===== config.mk =====
export PLATFORM = sky130hd
export DESIGN_NAME = cmd_rx
export DESIGN_NICKNAME = d
export VERILOG_FILES = /design/src/rtl/cmd_rx_pkg.sv /design/src/rtl/cmd_rx_timeout.sv /design/src/rtl/cmd_rx.sv
export SDC_FILE = /design/constraint.sdc
export NUM_CORES = 1
export LEC_CHECK = 0
export CAP_MARGIN = 10
export CORE_ASPECT_RATIO = 1.25
export CORE_UTILIZATION = 45
export CTS_BUF_LIST = sky130_fd_sc_hd__clkbuf_8 sky130_fd_sc_hd__clkbuf_16
export CTS_CLUSTER_DIAMETER = 200
export DETAILED_ROUTE_END_ITERATION = 12
export GPL_TIMING_DRIVEN = 0
export PLACE_DENSITY = 0.72
export SYNTH_ARGS = -nofsm -noshare
export SYNTH_HDL_FRONTEND = slang
export SYNTH_HIERARCHICAL = 1
export SYNTH_SLANG_ARGS = --single-unit

===== constraint.sdc =====
create_clock -name sys_clk -period 1.5 [get_ports sys_clk]
set_input_delay 0.15 -clock sys_clk [delete_from_list [all_inputs] [get_ports sys_clk]]
set_output_delay 0.15 -clock sys_clk [all_outputs]
set_load 0.05 [all_outputs]

===== src/rtl/cmd_rx_pkg.sv =====
// Shared types and constants for the SUMP host-command assembler.
package cmd_rx_pkg;

  typedef enum logic [1:0] {
    IDLE = 2'd0,
    DATA = 2'd1,
    EXEC = 2'd2
  } state_t;

  localparam int unsigned LONG_CMD_BIT = 7;
  localparam int unsigned DATA_BYTES   = 4;

  localparam logic [7:0] OP_RESET = 8'h00;
  localparam logic [7:0] OP_RUN   = 8'h01;

endpackage


===== src/rtl/cmd_rx_timeout.sv =====
// Inter-byte idle counter for long commands: clears on activity, expires after TIMEOUT_CYC idle cycles.
module cmd_rx_timeout #(
  parameter int unsigned TIMEOUT_CYC = 1_000_000,
  parameter int unsigned TW          = 20
) (
  input  logic i_clk,
  input  logic i_rst_n,
  input  logic i_active,
  input  logic i_accept,
  output logic o_expire
);

  localparam logic [TW-1:0] LAST_IDLE = TW'(TIMEOUT_CYC - 1);

  logic [TW-1:0] r_count;

  always_ff @(posedge i_clk or negedge i_rst_n) begin
    if (!i_rst_n) begin
      r_count <= '0;
    end else if (!i_active || i_accept) begin
      r_count <= '0;
    end else begin
      r_count <= r_count + TW'(1);
    end
  end

  // An accepted byte in the expiring cycle suppresses the timeout.
  assign o_expire = i_active && !i_accept && (r_count == LAST_IDLE);

endmodule


===== src/rtl/cmd_rx.sv =====
// SUMP command framer: assembles 1-byte short / 5-byte long commands and strobes execute.
// Optional inter-byte timeout enabled by defining CMD_RX_TIMEOUT_EN.
module cmd_rx
  import cmd_rx_pkg::*;
#(
  parameter int unsigned TIMEOUT_CYC = 1_000_000,
  parameter int unsigned TW          = 20
) (
  input  logic        sys_clk,
  input  logic        sys_rst_n,
  input  logic [7:0]  rx_data,
  input  logic        rx_valid,
  output logic        rx_ready,
  output logic [7:0]  opcode,
  output logic [31:0] config_data,
  output logic        execute,
  output logic        cmd_abort
);

  state_t        r_state;
  state_t        w_next_state;
  logic [7:0]    r_shadow_op;
  logic [23:0]   r_shadow_data;
  logic [1:0]    r_idx;
  logic [7:0]    r_opcode;
  logic [31:0]   r_config;
  logic          w_accept;
  logic          w_last_byte;
  logic          w_expire;

  assign w_accept    = rx_valid && rx_ready;
  assign w_last_byte = (r_idx == 2'(DATA_BYTES - 1));

  // NOTE: sequential state uses non-blocking assignments only, so every
  // flop samples pre-edge values regardless of block evaluation order.
  always_ff @(posedge sys_clk or negedge sys_rst_n) begin
    if (!sys_rst_n) begin
      r_state <= IDLE;
    end else begin
      r_state <= w_next_state;
    end
  end

  // NOTE: the default assignment first keeps this block free of inferred latches.
  always_comb begin
    w_next_state = r_state;
    unique case (r_state)
      IDLE: begin
        if (w_accept) begin
          w_next_state = rx_data[LONG_CMD_BIT] ? DATA : EXEC;
        end
      end
      DATA: begin
        if (w_accept && w_last_byte) begin
          w_next_state = EXEC;
        end else if (w_expire) begin
          w_next_state = IDLE;
        end
      end
      EXEC:    w_next_state = IDLE;
      default: w_next_state = IDLE;
    endcase
  end

  always_comb begin
    rx_ready = (r_state != EXEC);
    execute  = (r_state == EXEC);
  end

  // NOTE: the shadow registers are small and the reset state is observable
  // (index must restart at 0), so they take the async reset like the rest.
  always_ff @(posedge sys_clk or negedge sys_rst_n) begin
    if (!sys_rst_n) begin
      r_shadow_op   <= '0;
      r_shadow_data <= '0;
      r_idx         <= '0;
      r_opcode      <= '0;
      r_config      <= '0;
    end else begin
      if (r_state == IDLE && w_accept) begin
        r_shadow_op <= rx_data;
        r_idx       <= '0;
        if (!rx_data[LONG_CMD_BIT]) begin
          r_opcode <= rx_data;
        end
      end
      if (r_state == DATA && w_accept) begin
        r_idx <= r_idx + 2'd1;
        // The final byte goes straight to the output so execute sees the full word.
        unique case (r_idx)
          2'd0:    r_shadow_data[7:0]   <= rx_data;
          2'd1:    r_shadow_data[15:8]  <= rx_data;
          2'd2:    r_shadow_data[23:16] <= rx_data;
          default: begin
            r_opcode <= r_shadow_op;
            r_config <= {rx_data, r_shadow_data};
          end
        endcase
      end
      if (w_expire) begin
        r_shadow_data <= '0;
        r_idx         <= '0;
      end
    end
  end

  assign opcode      = r_opcode;
  assign config_data = r_config;

`ifdef CMD_RX_TIMEOUT_EN
  logic w_in_data;
  logic r_cmd_abort;

  assign w_in_data = (r_state == DATA);

  cmd_rx_timeout #(
    .TIMEOUT_CYC (TIMEOUT_CYC),
    .TW          (TW)
  ) u_timeout (
    .i_clk    (sys_clk),
    .i_rst_n  (sys_rst_n),
    .i_active (w_in_data),
    .i_accept (w_accept),
    .o_expire (w_expire)
  );

  always_ff @(posedge sys_clk or negedge sys_rst_n) begin
    if (!sys_rst_n) begin
      r_cmd_abort <= 1'b0;
    end else begin
      r_cmd_abort <= w_expire;
    end
  end

  assign cmd_abort = r_cmd_abort;
`else
  logic w_unused_cfg;

  // Timeout parameters only matter when the counter is built.
  assign w_unused_cfg = ^{TIMEOUT_CYC, TW};
  assign w_expire     = 1'b0;
  assign cmd_abort    = 1'b0;
`endif

endmodule


After elaboration in Yosys (flattened, before gate mapping). Index checks and enable logic that the tools add are counted. Widths: inputs -> output; s select.

Output and inout port bits: 43. Logic and storage cells: 41. Input bits: 11. Register bits: 76.

Equal/unequal tests: 8. Bitwise gates (word level): 1. Add/sub/neg operators: 1. Multiplexer cells: 10. Reductions and logical operators: 13.

Operator list (count): $mux 8 (4); $mux 2 (5); $reduce_and 2->1 (5); $eq 2x2->1 const B (3); $ne 2x2->1 const B (3); $eq 2x1->1 const B (2); $logic_and 1x1->1 (4); $logic_not 2->1 (2); $pmux 2 s2 (1); $reduce_or 3->1 (1); $add 2x1->2 const B (1); $reduce_bool 2->1 (1); $not 1->1 (1).

Logic depth before layout (Yosys ltp). Gate-level depths: netlist (run 1).

Word-level depth: 6. Gate-level depth with buffers: 6. Mapped depth without buffers: 4.

Worst setup path before layout (run 1). Ideal clock, no wire load.

Path type: flip-flop to output port. Start point: register r_state[0]. End point: output execute. Path buffers: 1. Arrival time: 1361 ps. Data required time: 1350 ps. Path slack: -11 ps. Stages on the path, launching flop included: 4. Cells stage by stage: dfrtp_1 > clkbuf_8 > or2b_2 > inv_1.

Cells in the longest elaborated chain, start to end: 1.

RTL lines: start, declared (RTL line cmd_rx.sv:20) `state_t r_state;`; start signal, assigned (RTL line cmd_rx.sv:40) `r_state <= w_next_state;`; $eq 2x2->1 (RTL line cmd_rx.sv:67) `execute = (r_state == EXEC);`; end, declared (RTL line cmd_rx.sv:16) `output logic execute,`.

No other way between the ends.

Final worst setup path (run 1). Ends and elaborated chain as after synthesis.

==> results of run 1 <==
[through the flow]
step	setup slack, ns	std cells	total power (µW)	utilization [%]
6_report	-0.009591	366	9638	60.96
2_1_floorplan	0.04111	202	6925	-
3_5_place_dp	-0.4412	342	8434	57.30
3_3_place_gp	-2.290	341	8313	56.92
4_1_cts	-0.04569	366	9679	60.68
5_1_grt	-0.05368	366	10150	60.96
[timing repair]
action,in CTS,in global routing
endpoints found under the hold margin,19,0
setup buffers,7,0
pin swaps,1,2
resized for setup,61,7
gates cloned,0,0
setup endpoints to repair,84,25
hold buffers,1,0
[kinds of logic (layout without fill, tap and decap cells)]
family / after synthesis / after routing / synth area share, %
AND/OR/NAND/NOR: 27 / 27 / 6.070
adder cells (fa/ha/maj): 5 / 5 / 1.971
other: 1 / 1 / 0.1181
flip-flops: 76 / 76 / 59.91
AO/OA/AOI/OAI: 12 / 12 / 2.010
buffers and inverters: 11 / 88 / 3.587
multiplexers: 70 / 70 / 26.33
[final cells by class]
cell class,count,area (µm²),share of cell area (%)
inverters,3,15.01,0.3682
repair buffers,61,566.8,13.90
clock inverters,7,60.06,1.473
well taps,87,108.9,2.670
plain buffers,8,112.6,2.762
multi-input cells,115,1185,29.06
flip-flops and latches,76,1906,46.73
clock buffers,9,123.9,3.038
[metal layers]
metal | vias up | GRT usage (%) | routed length, µm
met2 | 39 | 27.36 | 2840
li1 | 850 | - | -
met4 | 0 | 9.906 | 173
met5 | - | 0 | 0
met3 | 12 | 3.507 | 183
met1 | 916 | 22.55 | 2688
[synth_stat cells]
library cell  instances
a21oi_1               9
mux2_4               15
or2b_1                1
and3b_2               1
mux2_2               48
inv_1                 3
dfrtp_1              76
buf_12                2
clkbuf_8              1
o21ai_0               2
nand2_2               2
nor3b_4               1
nor2_1               11
nand4b_2              1
mux2i_1               7
nand3b_1              1
buf_6                 3
or2b_2                1
a311oi_1              1
nand3_1               1
ha_1                  5
buf_4                 2
nor4b_4               1
conb_1                1
nand4b_4              1
nand2_1               5
[power by group through the flow]
stage	logic [µW]	clock network (µW)	registers [µW]
global route	4830	1590	3730
global placement	4690	0	3620
floorplan	1570	0	5360
finish	4570	1460	3600
detailed placement	4780	0	3660
CTS	4600	1500	3590
[flip-flops by register name (all words and copies together) (netlist names)]
name	cells
config_data	32
opcode	8
r_idx	2
r_shadow_data	24
r_shadow_op	8
r_state	2
[how the worst min path moves through the flow]
stage,start,to,cells past startpoint,slack [ns]
after floorplan,sys_rst_n,config_data[0]$_DFFE_PN0P_,0,-0.15
after global placement,r_shadow_data[12]$_DFFE_PN0P_,config_data[12]$_DFFE_PN0P_,1,0.48
after global routing,sys_rst_n,config_data[6]$_DFFE_PN0P_,2,0.24
after CTS,sys_rst_n,config_data[7]$_DFFE_PN0P_,2,0.23
after detailed placement,sys_rst_n,r_state[1]$_DFFE_PN0P_,1,0.06
final,sys_rst_n,r_shadow_data[7]$_DFFE_PN0P_,2,0.24
==> summary.txt, run 1 <==
Run status
  • Status: finished, violations left
  • Failing checks: negative setup slack

Route
  • Post-DRT Antenna Nets: 0
  • Initial DRC count: 102
  • Drt pass-1 iters: 4
  • Via count: 1817
  • Final wirelength: 5886 µm
  • Drt drc: 0
  • Vias/cell: 4.964
  • Drt wl/cell: 16.08 µm

Die
  • Vert. Die Dim: 95.90 µm
  • Row Count: 33
  • Core box area: 6689 µm²
  • Die X: 77.12 µm
  • Initial Utilization: 47.46%
  • Ports: 54
  • DIE AREA: 7396 µm²

Layout
  • Share of cells above drive strength 1: 39.78%
  • # diodes: 0
  • Layout area overhead: 28.46%
  • Design area: 4078 µm²
  • Most frequent cells in the layout: 73 x dfrtp_1, 48 x mux2_2, 40 x dlygate4sd2_1
  • Nets: 290
  • Fillers: 549
  • Most common cell after layout, fill and taps aside: dfrtp_1

STA
  • Setup ws final: -0.009591 ns
  • Tmin final: 1.510 ns
  • Slew headroom: 65.95%
  • Final hold vios: 0
  • FMAX: 0.6624 GHz
  • RSZ-0062 raised after global routing: yes
  • Setup TNS: -0.009591 ns
  • Slew @ Worst Pin: 0.5128 ns
  • Fin Clk Skew: 0.007157 ns
  • Final Setup Violations: 1
  • Hold Slack: 0.2387 ns
  • Fin crit share: 100.6%
  • Final Max Slew Viols: 0

Power
  • Int Pwr: 5577 µW
  • Seq pwr share: 37.4%
  • Leak: 0.002000 µW
  • Maximum VDD drop: 0.001167 V
  • Pwr Density: 2364 nW/µm²
  • Share of power burned in the clock network: 15.2%
  • Sw Pwr: 4061 µW
  • Combinational power share: 47.5%
  • Switching share of power: 42.14%

Setup path
  • Critical Path, Cell by Cell: buf_8, or2b_4, clkinvlp_4, buf_8
  • Worst reg2reg startpoint: r_idx[0]$_DFFE_PN0P_
  • Critical path startpoint category: register
  • Worst-path maximum fanout: 5
  • Worst Reg-to-Reg Cells: 5
  • CP max stage cell: dfrtp_1
  • CP peak stage delay: 0.40 ns
  • Worst path top cell family by delay: flip-flops
  • CP required: 1.35 ns
  • Worst setup startpoint: r_state[0]$_DFFE_PN0P_
  • Most used cell, CP: buf_8
  • Stages on the worst setup path: 4
  • Worst r2r dst: config_data[21]$_DFFE_PN0P_
  • Setup crit end: execute
  • WP data arrival: 1.36 ns
  • Setup CP Type: reg -> out
  • Critical Path End Type: primary output
  • Flop2flop setup slack: 0.04 ns
  • WP buf/inv: 3

Clock network
  • CTS sink cnt: 76
  • TritonCTS clock tree: yes
  • Num CTS Buffers: 9
  • H-tree Lvls: 3
  • Max Root-Sink Buffers: 2
  • Root Buffer: clkbuf_8
  • CTS clk-pin slew, worst paths: 0.07 ns
  • Later-pin clock latency in the skew report: 0.35 ns

Logic synthesis
  • Mapped Cells: 202
  • Yosys cell types: 26
  • Netlist Area Pre-Place: 3174 µm²
  • Synth top area share: 59.91%
  • Mapped Nets: 218
  • Yosys warnings: 6
  • Area contributors post-synth: dfrtp_1 60%, mux2_2 17%, mux2_4 7.1%, mux2i_1 2.2%, ha_1 2.0%
  • Yosys reg bits: 76
  • Dominant cell type by area after synthesis: dfrtp_1
  • Sequential fraction of the synthesis area: 59.91%
  • Syn avg cell area: 15.71 µm²

Global route
  • Pin count of the biggest net entering global routing: 58
  • GRT Util Overall: 17.39%
  • First-pass GRT wire length: 9390 µm
  • Initial antenna violation count: 0
  • Vias in the first global route: 1810
  • GRT Residual Overflow: 0

Place
  • Hpwl dp: 3834 µm
  • # port buffers: 52
  • Area after DPL: 3832 µm²
  • Final Wtd Congestion: 0.7315

Flow run
  • Max-Cap Viols: 0

Hold path
  • Class of the worst hold path: in -> async
(Power assumes the default switching activity.)
==> inputs of run 2 (changes only) <==
Settings changed: CTS_CLUSTER_DIAMETER 200 to unset, SLEW_MARGIN set to 20.
==> results of run 2 <==
No change in the layout: final DEF, timing and power equal those of run 1.
==> inputs of run 3 (changes only) <==
Settings changed: CORE_ASPECT_RATIO 1.25 to unset, SKIP_CTS_REPAIR_TIMING set to 1.
==> run 3 against run 2 <==
  * The flow still finishes with violations (negative setup slack)
  * Clock skew about the same
  * Count of clock-buffer cells in the layout increased by 1
  * Largest power group unchanged
  * Critical path depth unchanged
==> summary.txt, run 3 (synthesis results as in run 1) <==
Run status
  • Status: finished, violations left
  • Failing checks: negative setup slack

STA
  • Slew @ Worst Pin: 0.5374 ns (+0.02460 ns)
  • Final Setup Violations: 30 (+29)
  • RSZ-0062 raised after global routing: yes
  • Slew headroom: 64.11% (-1.8 points)
  • Fin Clk Skew: 0.006677 ns (-0.0004803 ns)
  • Fin crit share: 104.0% (+3.4 points)
  • Hold Slack: 0.3101 ns (+0.07139 ns)
  • Final Max Slew Viols: 0 (unchanged)
  • Tmin final: 1.561 ns (+0.05091 ns)
  • Setup ws final: -0.06051 ns (-0.05091 ns)
  • Final hold vios: 0 (unchanged)
  • FMAX: 0.6408 GHz (-3.3%)

Setup path
  • Worst reg2reg startpoint: r_state[0]$_DFFE_PN0P_
  • Worst-path maximum fanout: 5 (unchanged)
  • WP buf/inv: 3 (unchanged)
  • CP peak stage delay: 0.42 ns (+0.02 ns)
  • Critical Path, Cell by Cell: buf_8, or2b_4, clkinvlp_4, buf_4
  • CP required: 1.35 ns (about the same)
  • WP data arrival: 1.41 ns (+0.05 ns)
  • CP max stage cell: dfrtp_1
  • Critical path startpoint category: register
  • Worst path top cell family by delay: flip-flops
  • Setup CP Type: reg -> out
  • Critical Path End Type: primary output
  • Worst setup startpoint: r_state[0]$_DFFE_PN0P_

Power
  • Seq pwr share: 35.5% (-1.9 points)
  • Leak: 0.002531 µW (+27%)
  • Combinational power share: 50.7% (+3.2 points)
  • Switching share of power: 41.24% (-0.90 points)
  • Share of power burned in the clock network: 13.8% (-1.4 points)
  • Int Pwr: 5950 µW (+6.7%)
  • Maximum VDD drop: 0.001113 V (-4.7%)
  • Sw Pwr: 4175 µW (+2.8%)
  • Pwr Density: 2306 nW/µm² (-2.4%)
  • Total Power: 10130 µW (+5.1%)

Layout
  • Most common cell after layout, fill and taps aside: dfrtp_1
  • Max FFs per register: 32 (unchanged)
  • Share of cells above drive strength 1: 41.26% (+1.5 points)
  • Layout area overhead: 38.31%
  • Design area: 4390 µm² (+7.7%)
  • Nets: 297 (+2.4%)
  • Non-filler cells, final: 382 (+4.4%)
  • Most frequent cells in the layout: 73 x dfrtp_1, 41 x mux2_2, 41 x dlymetal6s2s_1
  • # diodes: 0 (unchanged)

Route
  • Drt wl/cell: 16.55 µm (+2.9%)
  • Initial DRC count: 38 (-63%)
  • Drt pass-1 iters: 4 (unchanged)
  • Via count: 1857 (+2.2%)
  • Vias/cell: 4.861 (-2.1%)
  • Post-DRT Antenna Nets: 0 (unchanged)
  • Drt drc: 0 (unchanged)
  • Final wirelength: 6322 µm (+7.4%)

Global route
  • Pin count of the biggest net entering global routing: 40 (-31%)
  • First-pass GRT wire length: 9356 µm (-0.36%)
  • Vias in the first global route: 1788 (-1.2%)
  • GRT Util Overall: 17.24% (-0.15 points)
  • GRT Residual Overflow: 0 (unchanged)
  • Initial antenna violation count: 0 (unchanged)

Clock network
  • Later-pin clock latency in the skew report: 0.35 ns (about the same)
  • Root Buffer: clkbuf_8
  • CTS clk-pin slew, worst paths: 0.08 ns (about the same)
  • TritonCTS clock tree: yes
  • CTS sink cnt: 76 (unchanged)
  • Max Root-Sink Buffers: 2 (unchanged)
  • Num CTS Buffers: 9 (unchanged)
  • H-tree Lvls: 3 (unchanged)

Place
  • Hpwl dp: 3742 µm (-2.4%)
  • # port buffers: 52 (unchanged)
  • Final Wtd Congestion: 0.7516 (+2.7%)
  • Area after DPL: 3836 µm² (about the same)
  • Cell total after placement: 351 (+2.6%)

Die
  • Die X: 85.99 µm (+12%)
  • Initial Utilization: 46.72% (-0.73 points)
  • Row Count: 30 (-9.1%)
  • DIE AREA: 7394 µm² (about the same)
  • Ports: 54 (unchanged)
  • Vert. Die Dim: 85.99 µm (-10%)
  • Core box area: 6794 µm² (+1.6%)

Hold path
  • Class of the worst hold path: in -> async

Flow run
  • Max-Cap Viols: 0 (unchanged)
==> run 3: power groups by stage <==
| stage | combinational, µW | clock, µW | sequential, µW |
|---|---|---|---|
| global placement | 4710 | 0 | 3610 |
| finish | 5130 | 1390 | 3600 |
| detailed placement | 4790 | 0 | 3640 |
| global route | 5380 | 1530 | 3720 |
| CTS | 4800 | 1440 | 3600 |
| floorplan | 1570 | 0 | 5360 |
==> run 3: final cells by class <==
type | count | area, µm²
fillers | 506 | 2404
plain buffers | 8 | 120.1
flip-flops and latches | 76 | 1906
clock buffers | 10 | 137.6
repair buffers | 68 | 834.6
multi-input cells | 115 | 1219
inverters | 3 | 15.01
well taps | 96 | 120.1
clock inverters | 6 | 38.79
==> run 3: per-layer routing <==
layer	wire, µm	GRT usage, %
met5	0	0
met4	35	5.455
met3	262	5.775
met2	2989	26.62
met1	3035	23.02
==> run 3: path summary, 6_finish.rpt <==
| kind | endpoint | slack [ns] | depth (start not counted) |
|---|---|---|---|
| worst max-delay path | execute | -0.06 | 4 |
| worst min-delay path | config_data[19]$_DFFE_PN0P_ | 0.31 | 2 |
| worst max register to register | opcode[4]$_DFF_PN0_ | -0.06 | 6 |
| worst min register to register | config_data[10]$_DFFE_PN0P_ | 0.50 | 1 |
| max in group asynchronous | r_idx[1]$_DFFE_PN0P_ | 0.60 | 3 |
| min in group sys_clk | r_state[0]$_DFFE_PN0P_ | 0.33 | 3 |
==> run 3: per-stage QoR <==
stage | setup WS, ns | util, % | TNS, ns
2_1_floorplan | 0.04111 | - | 0
3_3_place_gp | -2.305 | 56.21 | -191.92
3_5_place_dp | -0.4278 | 56.46 | -17.94
4_1_cts | -0.8141 | 59.06 | -11.74
5_1_grt | -0.1395 | 64.62 | -2.333
6_report | -0.06051 | 64.62 | -1.135
